`config.mk`:
```
export PLATFORM = sky130hd
export DESIGN_NAME = pipe_stage_elastic
export DESIGN_NICKNAME = d
export VERILOG_FILES = /design/src/rtl/pipe_pkg.sv /design/src/rtl/pipe_entry_reg.sv /design/src/rtl/pipe_stage_elastic.sv
export SDC_FILE = /design/constraint.sdc
export NUM_CORES = 1
export LEC_CHECK = 0
export ABC_AREA = 1
export CORE_MARGIN = 3
export CORE_UTILIZATION = 55
export CTS_CLUSTER_DIAMETER = 60
export DETAILED_ROUTE_END_ITERATION = 7
export PLACE_DENSITY = 0.86
export SYNTH_ARGS = -nofsm -noshare
export SYNTH_HDL_FRONTEND = slang
export SYNTH_SLANG_ARGS = --single-unit
```
`constraint.sdc`:
```
create_clock -name clk -period 3.8 [get_ports clk]
set_clock_uncertainty 0.05 [all_clocks]
set_input_delay 0.38 -clock clk [delete_from_list [all_inputs] [get_ports clk]]
set_output_delay 0.38 -clock clk [all_outputs]
set_load 0.05 [all_outputs]
```
`src/rtl/pipe_pkg.sv`:
```
// Shared definitions for elastic pipeline stages: NOP payload, occupancy type,
// stage FSM encoding and per-stage payload field layout.
package pipe_pkg;

  typedef logic [1:0] occ_t;

  typedef enum logic [1:0] {
    ST_EMPTY = 2'd0,
    ST_ONE   = 2'd1,
    ST_FULL  = 2'd2
  } stage_state_e;

  // Wide enough for any stage; slice down to WIDTH at the use site.
  localparam int NOP_MAX_W = 512;
  localparam logic [NOP_MAX_W-1:0] NOP_PAYLOAD = '0;

  // IF/ID payload: {pc, ir}
  localparam int IFID_IR_OFF  = 0;
  localparam int IFID_IR_W    = 32;
  localparam int IFID_PC_OFF  = IFID_IR_OFF + IFID_IR_W;
  localparam int IFID_PC_W    = 32;
  localparam int IFID_WIDTH   = IFID_PC_OFF + IFID_PC_W;

  // ID/EX payload: {ctrl, imm, rs2_val, rs1_val, pc}
  localparam int IDEX_PC_OFF   = 0;
  localparam int IDEX_PC_W     = 32;
  localparam int IDEX_RS1_OFF  = IDEX_PC_OFF + IDEX_PC_W;
  localparam int IDEX_RS1_W    = 32;
  localparam int IDEX_RS2_OFF  = IDEX_RS1_OFF + IDEX_RS1_W;
  localparam int IDEX_RS2_W    = 32;
  localparam int IDEX_IMM_OFF  = IDEX_RS2_OFF + IDEX_RS2_W;
  localparam int IDEX_IMM_W    = 32;
  localparam int IDEX_CTRL_OFF = IDEX_IMM_OFF + IDEX_IMM_W;
  localparam int IDEX_CTRL_W   = 16;
  localparam int IDEX_WIDTH    = IDEX_CTRL_OFF + IDEX_CTRL_W;

  // EX/MEM payload: {ctrl, store_val, alu_res}
  localparam int EXMEM_ALU_OFF  = 0;
  localparam int EXMEM_ALU_W    = 32;
  localparam int EXMEM_ST_OFF   = EXMEM_ALU_OFF + EXMEM_ALU_W;
  localparam int EXMEM_ST_W     = 32;
  localparam int EXMEM_CTRL_OFF = EXMEM_ST_OFF + EXMEM_ST_W;
  localparam int EXMEM_CTRL_W   = 8;
  localparam int EXMEM_WIDTH    = EXMEM_CTRL_OFF + EXMEM_CTRL_W;

  // MEM/WB payload: {ctrl, wb_val}
  localparam int MEMWB_VAL_OFF  = 0;
  localparam int MEMWB_VAL_W    = 32;
  localparam int MEMWB_CTRL_OFF = MEMWB_VAL_OFF + MEMWB_VAL_W;
  localparam int MEMWB_CTRL_W   = 6;
  localparam int MEMWB_WIDTH    = MEMWB_CTRL_OFF + MEMWB_CTRL_W;

endpackage

```
`src/rtl/pipe_entry_reg.sv`:
```
// One valid+payload register. Priority: rst > clr > load. Reset always zeroes
// the payload; clr zeroes it only when CLEAR_DATA is set.
module pipe_entry_reg
  import pipe_pkg::*;
#(
  parameter int WIDTH      = 32,
  parameter bit CLEAR_DATA = 1'b1
) (
  input  logic             clk,
  input  logic             rst,
  input  logic             clr,
  input  logic             load,
  input  logic [WIDTH-1:0] load_data,
  output logic             valid,
  output logic [WIDTH-1:0] data
);

  logic             valid_d, valid_q;
  logic [WIDTH-1:0] data_d,  data_q;

  always_comb begin
    valid_d = valid_q;
    data_d  = data_q;
    if (clr) begin
      valid_d = 1'b0;
      if (CLEAR_DATA) begin
        data_d = NOP_PAYLOAD[WIDTH-1:0];
      end
    end else if (load) begin
      valid_d = 1'b1;
      data_d  = load_data;
    end
  end

  always_ff @(posedge clk) begin
    if (rst) begin
      valid_q <= 1'b0;
      data_q  <= NOP_PAYLOAD[WIDTH-1:0];
    end else begin
      valid_q <= valid_d;
      data_q  <= data_d;
    end
  end

  assign valid = valid_q;
  assign data  = data_q;

endmodule

```
`src/rtl/pipe_stage_elastic.sv`:
```
// Elastic stage register with valid/ready handshake, optional skid entry,
// flush and bubble insertion.
//
//   state    | meaning
//   ST_EMPTY | M and S invalid
//   ST_ONE   | M valid, S invalid
//   ST_FULL  | M and S valid, in_ready low (SKID=1 only)
module pipe_stage_elastic
  import pipe_pkg::*;
#(
  parameter int WIDTH      = 32,
  parameter bit SKID       = 1'b1,
  parameter bit CLEAR_DATA = 1'b1
) (
  input  logic             clk,
  input  logic             rst,
  input  logic             flush,
  input  logic             in_valid,
  output logic             in_ready,
  input  logic             in_bubble,
  input  logic [WIDTH-1:0] in_data,
  output logic             out_valid,
  input  logic             out_ready,
  output logic [WIDTH-1:0] out_data,
  output logic [1:0]       occupancy
);

  stage_state_e state_d, state_q;

  logic             m_valid, s_valid;
  logic [WIDTH-1:0] m_data,  s_data;
  logic             m_load, m_clr, m_from_s;
  logic             s_load, s_clr;
  logic [WIDTH-1:0] new_data, m_load_data;
  logic             accept, pop;

  assign new_data    = in_bubble ? NOP_PAYLOAD[WIDTH-1:0] : in_data;
  assign m_load_data = m_from_s ? s_data : new_data;
  assign accept      = in_valid & in_ready;
  assign pop         = m_valid & out_ready;

  if (SKID) begin : g_ready_reg
    // Depends only on a flop, so stalls stop here instead of rippling upstream.
    assign in_ready = !s_valid;
  end else begin : g_ready_comb
    assign in_ready = !m_valid | out_ready;
  end

  always_comb begin
    state_d  = state_q;
    m_load   = 1'b0;
    m_clr    = 1'b0;
    m_from_s = 1'b0;
    s_load   = 1'b0;
    s_clr    = 1'b0;
    if (flush) begin
      state_d = ST_EMPTY;
      m_clr   = 1'b1;
      s_clr   = 1'b1;
    end else begin
      unique case (state_q)
        ST_EMPTY: begin
          if (accept) begin
            m_load  = 1'b1;
            state_d = ST_ONE;
          end
        end
        ST_ONE: begin
          if (accept && pop) begin
            m_load = 1'b1;
          end else if (accept) begin
            // Only reachable with SKID=1; with SKID=0 in_ready needs a pop here.
            s_load  = SKID;
            state_d = SKID ? ST_FULL : ST_ONE;
          end else if (pop) begin
            m_clr   = 1'b1;
            state_d = ST_EMPTY;
          end
        end
        ST_FULL: begin
          if (pop) begin
            m_load   = 1'b1;
            m_from_s = 1'b1;
            s_clr    = 1'b1;
            state_d  = ST_ONE;
          end
        end
        default: begin
          state_d = ST_EMPTY;
          m_clr   = 1'b1;
          s_clr   = 1'b1;
        end
      endcase
    end
  end

  always_ff @(posedge clk) begin
    if (rst) begin
      state_q <= ST_EMPTY;
    end else begin
      state_q <= state_d;
    end
  end

  pipe_entry_reg #(.WIDTH(WIDTH), .CLEAR_DATA(CLEAR_DATA)) u_m (
    .clk       (clk),
    .rst       (rst),
    .clr       (m_clr),
    .load      (m_load),
    .load_data (m_load_data),
    .valid     (m_valid),
    .data      (m_data)
  );

  pipe_entry_reg #(.WIDTH(WIDTH), .CLEAR_DATA(CLEAR_DATA)) u_s (
    .clk       (clk),
    .rst       (rst),
    .clr       (s_clr),
    .load      (s_load),
    .load_data (new_data),
    .valid     (s_valid),
    .data      (s_data)
  );

  assign out_valid = m_valid;
  assign out_data  = m_data;
  assign occupancy = {1'b0, m_valid} + {1'b0, s_valid};

endmodule

```
# Word-level counts from Yosys, hierarchy flattened
# Cells that the tools add are included.
# word_totals
register_bits	68
in_bits	38
out_inout_bits	36
elab_cells	47
# op_classes
n_addsub	1
n_eq_ne	6
mux	24
bitwise_logic	2
reduce_logical	9
# op_table
op	n
$mux W32	2
$mux W1	13
$mux W2	5
$reduce_or A2 Y1	5
$ne A2 B2 Y1 const B	3
$pmux W2 S3	1
$pmux W1 S2	2
$reduce_and A4 Y1	1
$ne A3 B3 Y1 const B	1
$pmux W1 S3	1
$add A1 B1 Y2	1
$and A1 B1 Y1	2
$eq A2 B1 Y1 const B	1
$eq A2 B2 Y1 const B	1
$logic_not A2 Y1	1
$logic_and A1 B1 Y1	1
$logic_not A1 Y1	1

# Logic depth before layout (Yosys ltp)
# logic_depth
depth_word	7
ltp_mapped	9
mapped_depth_nobuf	8

# By module
# Synthesis repeated with hierarchy kept, for this count alone.
# hier_totals
cells_unflattened	611
area_unflattened_um2	3568.4
# modules_own_cells
module	instances	cells_per_inst	area_each_um2	seq_area_each_um2
pipe_entry_reg	2	205	1360.1	660.6
pipe_stage_elastic	1	201	848.3	40.0

# Least setup slack after synthesis
# OpenSTA, ideal clock, no wires.
# synth_path
kind	register to register
start	register u_m.valid_q, in the netlist u_m.valid
end	register u_m.data_q[10], in the netlist u_m.data[10]
setup_time_ns	0.112
arrival_time_ns	1.624
required_ns	3.638
slack_ns	2.014
stages_incl_launch_ff	7
path_buffers	1
period_less_slack_ns	1.786
cell_sequence	dfxtp_1 -> nand2_1 -> a21oi_2 -> clkbuf_1 -> nand3_1 -> nor2_1 -> nor2_1
# synth_via
elab_chain_cells	7
word_cells_on_any_way	14
cone_classes	mux (11); bitwise (1); reduce/logical (2)
# synth_lines
item	line	text
start, declared	pipe_entry_reg.sv:18	logic valid_d, valid_q;
start signal, assigned	pipe_entry_reg.sv:40	valid_q <= valid_d;
$and A1 B1 Y1 *	pipe_stage_elastic.sv:40	assign pop = m_valid & out_ready;
$mux W1	pipe_stage_elastic.sv:75, pipe_stage_elastic.sv:81	
$mux W1	pipe_stage_elastic.sv:71	end else if (accept) begin
$mux W1	pipe_stage_elastic.sv:69	if (accept && pop) begin
$pmux W1 S2	pipe_stage_elastic.sv:61	unique case (state_q)
$mux W1	pipe_stage_elastic.sv:56	if (flush) begin
$reduce_or A2 Y1 (no source line)	--	
end signal, assigned	pipe_entry_reg.sv:38	data_q <= NOP_PAYLOAD[WIDTH-1:0];
end signal, assigned	pipe_entry_reg.sv:41	data_q <= data_d;
end, declared	pipe_entry_reg.sv:19	logic [WIDTH-1:0] data_d, data_q;
# Mark *: on every way between the ends. The rest lies on a longest branch, timed or not.
# A chain may end at the register's enable or synchronous reset.

# Worst setup path after layout
# layout_path
start	input out_ready
end	register u_s.data_q[16], in the netlist u_s.data[16]
# layout_via
elab_chain_cells	5
word_cells_on_any_way	9
cone_classes	mux (6); bitwise (1); reduce/logical (2)
# layout_lines
item	line	text
start, declared	pipe_stage_elastic.sv:23	input logic out_ready,
$and A1 B1 Y1 *	pipe_stage_elastic.sv:40	
$mux W1 or $logic_and A1 B1 Y1 (tied branches)	pipe_stage_elastic.sv:81, pipe_stage_elastic.sv:69	
$pmux W1 S2 or $mux W1 (tied branches)	pipe_stage_elastic.sv:61, pipe_stage_elastic.sv:69	
$mux W1, on equally long branches	pipe_stage_elastic.sv:56, pipe_stage_elastic.sv:61	
$reduce_or A2 Y1 (no source line) or $mux W1 (tied branches)	--	
end signal, assigned	pipe_entry_reg.sv:38	
end signal, assigned	pipe_entry_reg.sv:41	
end, declared	pipe_entry_reg.sv:19	
# Marks and branches as above.

==> flow_metrics.env <==
export IMPL_port_buffers=73
export IMPL_cts_tree="done"
export IMPL_syn_nets=633
export IMPL_finalCritPeriodShare=0.5766
export IMPL_vias_per_cell=4.801
export IMPL_drv_cap=0
export IMPL_rsz0062_at_grt="no"
export IMPL_core_mm2=0.006026
export IMPL_cts_resized=0
export IMPL_netlist_area_mm2=0.003487
export IMPL_initial_drt_markers=208
export IMPL_min_delay_path_depth=2
export IMPL_die_height_um=85.63
export IMPL_max_clock_freq_mhz=456.4
export IMPL_synth_most_common_cell="sky130_fd_sc_hd__nor2_1"
export IMPL_p_per_area_mw_per_mm2=344.0
export IMPL_cp_data_arrival_time_ps=2370
export IMPL_path_cells="clkdlybuf4s50_1 -> nand2_1 -> nand2_1 -> nor2_1 -> nand2_1 -> inv_2 -> nor2_1 -> nor2_1"
export IMPL_gpl_final_weighted_congestion=0.8669
export IMPL_hold_viol_final=0
export IMPL_drt_pass1_iterations=4
export IMPL_max_vdd_ir_drop_mv=0.2234
export IMPL_result_of_the_run="finished clean"
export IMPL_overflow=0
export IMPL_chipWidth_um=85.63
export IMPL_report_final_setup_viol=0
export IMPL_finish_utilization=0.7303
export IMPL_worstHoldStart="u_s.data[29]"
export IMPL_fill_cell_instance_count_of_the_final_layout=511
export IMPL_reg2reg_setup_slack_ps=1650
export IMPL_worst_path_dominant_cell_family="simple AND/OR/NAND/NOR gates"
export IMPL_worstSetupPathType="primary input to register"
export IMPL_final_layout_size_suffix_gt1_frac=0.03957
export IMPL_synth_flop_cell="sky130_fd_sc_hd__dfxtp_1"
export IMPL_slowest_delay_ps=610
export IMPL_finalSetupTns_ps=0
export IMPL_place_hpwl_um=5466
export IMPL_avgRoutedWirePerCell_um=11.23
export IMPL_wirelength_um=8223
export IMPL_cts_hold_buffers_added=0
export IMPL_yosys_register_bits=68
export IMPL_worst_min_delay_path_class="register to register"
export IMPL_cts_sink_count=68
export IMPL_areaGrowthSynthToFinish_pct=26.19
export IMPL_cpMaxStageDelayCell="sky130_fd_sc_hd__nand2_1"
export IMPL_num_rows=28
export IMPL_boundaryPins=74
export IMPL_multiInputGateArea_mm2=0.001609
export IMPL_clk_transition_reported_paths_ps=70
export IMPL_cts_root_to_sink_buffers=2
export IMPL_final_min_clock_period_ps=2191
export IMPL_leakage_nw=2.066
export IMPL_finish_net_count=692
export IMPL_cts_setup_buffers=0
export IMPL_initial_core_utilization=0.5787
export IMPL_regToRegEndpoint="u_s.data[16]"
export IMPL_ranking_of_synthesized_cells_by_area="sky130_fd_sc_hd__dfxtp_1 39%, sky130_fd_sc_hd__nor2_1 21%, sky130_fd_sc_hd__nand2_1 14%"
export IMPL_synth_cell_count_leaders="195 x sky130_fd_sc_hd__nor2_1, 132 x sky130_fd_sc_hd__nand2_1, 101 x sky130_fd_sc_hd__inv_1"
export IMPL_distinct_cells_synth=23
export IMPL_antenna_found_initial=0
export IMPL_tritoncts_buffer_count=9
export IMPL_max_slew_worst_pin_slew_ps=1202
export IMPL_grt_pass1_wl_um=14120
export IMPL_yosys_area_top_type="sky130_fd_sc_hd__dfxtp_1"
export IMPL_routed_via_count=3514
export IMPL_ys_warn_count=0
export IMPL_synth_top_cell_area_share=0.3904
export IMPL_count_of_nets_left_with_antenna_violations_after_detail_routing=0
export IMPL_first_global_vias=3261
export IMPL_gate_count_after_technology_mapping=594
export IMPL_groute_usage_overall=0.2365
export IMPL_synthesis_area_per_instance_um2=5.871
export IMPL_diodes=0
export IMPL_worst_ep_required_time_ps=3980
export IMPL_buffer_cell_driving_the_clock_tree_root="sky130_fd_sc_hd__clkbuf_8"
export IMPL_rr_startpoint="state_q[0]"
export IMPL_r2r_worst_path_cells=6
export IMPL_clock_latency_ps=340
export IMPL_synth_async_sr_flop_share=0
export IMPL_regArea_mm2=0.001361
export IMPL_synth_edff_count=0
export IMPL_synth_seq_area_share=0.3904
export IMPL_detailed_route_drc_error_count=0
export IMPL_critPathCaptureType="register"
export IMPL_cp_num_buf_inv=2
export IMPL_largest_net_degree_at_the_start_of_global_routing=37
export IMPL_max_slew_margin_rel=0.1963
export IMPL_die_area_mm2=0.007332
export IMPL_cts_htree_levels=3
export IMPL_start_kind="primary input"
export IMPL_cp_max_fo=26
export IMPL_maxSlewViolCount=0
export IMPL_min_to="u_s.data[29]"
[worst max-delay path by stage]
stage,startpoint,end,slack [ps],cells after the start
6_report,out_ready,u_s.data[16],1610,8
2_1_floorplan,u_m.valid,u_m.data[10],2010,6
5_1_grt,out_ready,u_s.data[14],1400,8
3_3_place_gp,out_ready,u_s.data[27],1380,8
4_1_cts,u_m.valid,occupancy[0],1580,2
3_5_place_dp,out_ready,u_s.data[17],1310,8
[per-layer routing]
metal  track usage  vias to the layer above  wire (µm)
met2        0.3990                      116       3860
met5             0                        -          0
met3       0.04131                       16        496
met1        0.2916                     1542       3682
met4        0.1137                        0        183
li1              -                     1840          -
[layout make-up]
| class | instances | area share |
|---|---|---|
| Timing Repair Buffer | 78 | 0.1774 |
| Clock buffer | 13 | 0.03611 |
| Clock inverter | 2 | 0.002275 |
| Multi-Input combinational cell | 393 | 0.3657 |
| Inverter | 103 | 0.08786 |
| Tap cell | 75 | 0.02132 |
| Sequential cell | 68 | 0.3094 |
[registers in the layout (all words and copies together), names as in the netlist]
name       flops
u_s.data      32
u_m.valid      1
u_m.data      32
state_q        2
u_s.valid      1
[power breakdown]
part           internal (W)  switching, W  total, W  leakage [nW]
clock network      0.000267      0.000256  0.000524        0.0893
registers          0.000729    0.00000913  0.000738         0.551
logic             0.0000981      0.000154  0.000252          1.43
total               0.00109      0.000419   0.00151          2.07
[placed cells by master, fill, tap and decap left out, types with 2 or more instances in the layout]
cell type | synthesis | layout
sky130_fd_sc_hd__nor2_1 | 195 | 195
sky130_fd_sc_hd__nand2_1 | 132 | 132
sky130_fd_sc_hd__inv_1 | 101 | 101
sky130_fd_sc_hd__clkdlybuf4s50_1 | 0 | 73
sky130_fd_sc_hd__dfxtp_1 | 68 | 68
sky130_fd_sc_hd__nand3_1 | 34 | 34
sky130_fd_sc_hd__o21ai_0 | 14 | 14
sky130_fd_sc_hd__clkbuf_8 | 0 | 11
sky130_fd_sc_hd__o21ai_1 | 7 | 7
sky130_fd_sc_hd__buf_4 | 2 | 4
sky130_fd_sc_hd__inv_2 | 2 | 2
sky130_fd_sc_hd__clkinv_2 | 0 | 2
sky130_fd_sc_hd__clkbuf_1 | 12 | 2
[per-stage QoR]
stage               area, µm²  setup slack [ps]  std cells  power [W]  hold WS, ps
floorplan                3487              2014        594  0.0009151        405.0
global placement         4232              1384        717  0.0009996        413.4
detailed placement       4232              1309        717   0.001006        423.0
CTS                      4400              1578        732   0.001528        438.2
global route             4400              1402        732   0.001585        472.3
finish                   4400              1609        732   0.001514        433.3
[worst min-delay path, cell delays in order (launching register included)]
cell and delay, ps:
sky130_fd_sc_hd__dfxtp_1 330, sky130_fd_sc_hd__nor2_1 50, sky130_fd_sc_hd__nor2_1 80
[cells by family (layout without fill, tap and decap cells)]
logic type	count (synthesis)	in the layout	synth area share
AND/OR/NAND/NOR	365	365	0.4087
buffers and inverters	133	196	0.1528
flip-flops	68	68	0.3904
adder cells (fa/ha/maj)	1	1	0.003588
AO/OA/AOI/OAI	27	27	0.04449
No activity file was read; power rests on OpenSTA's default activity.
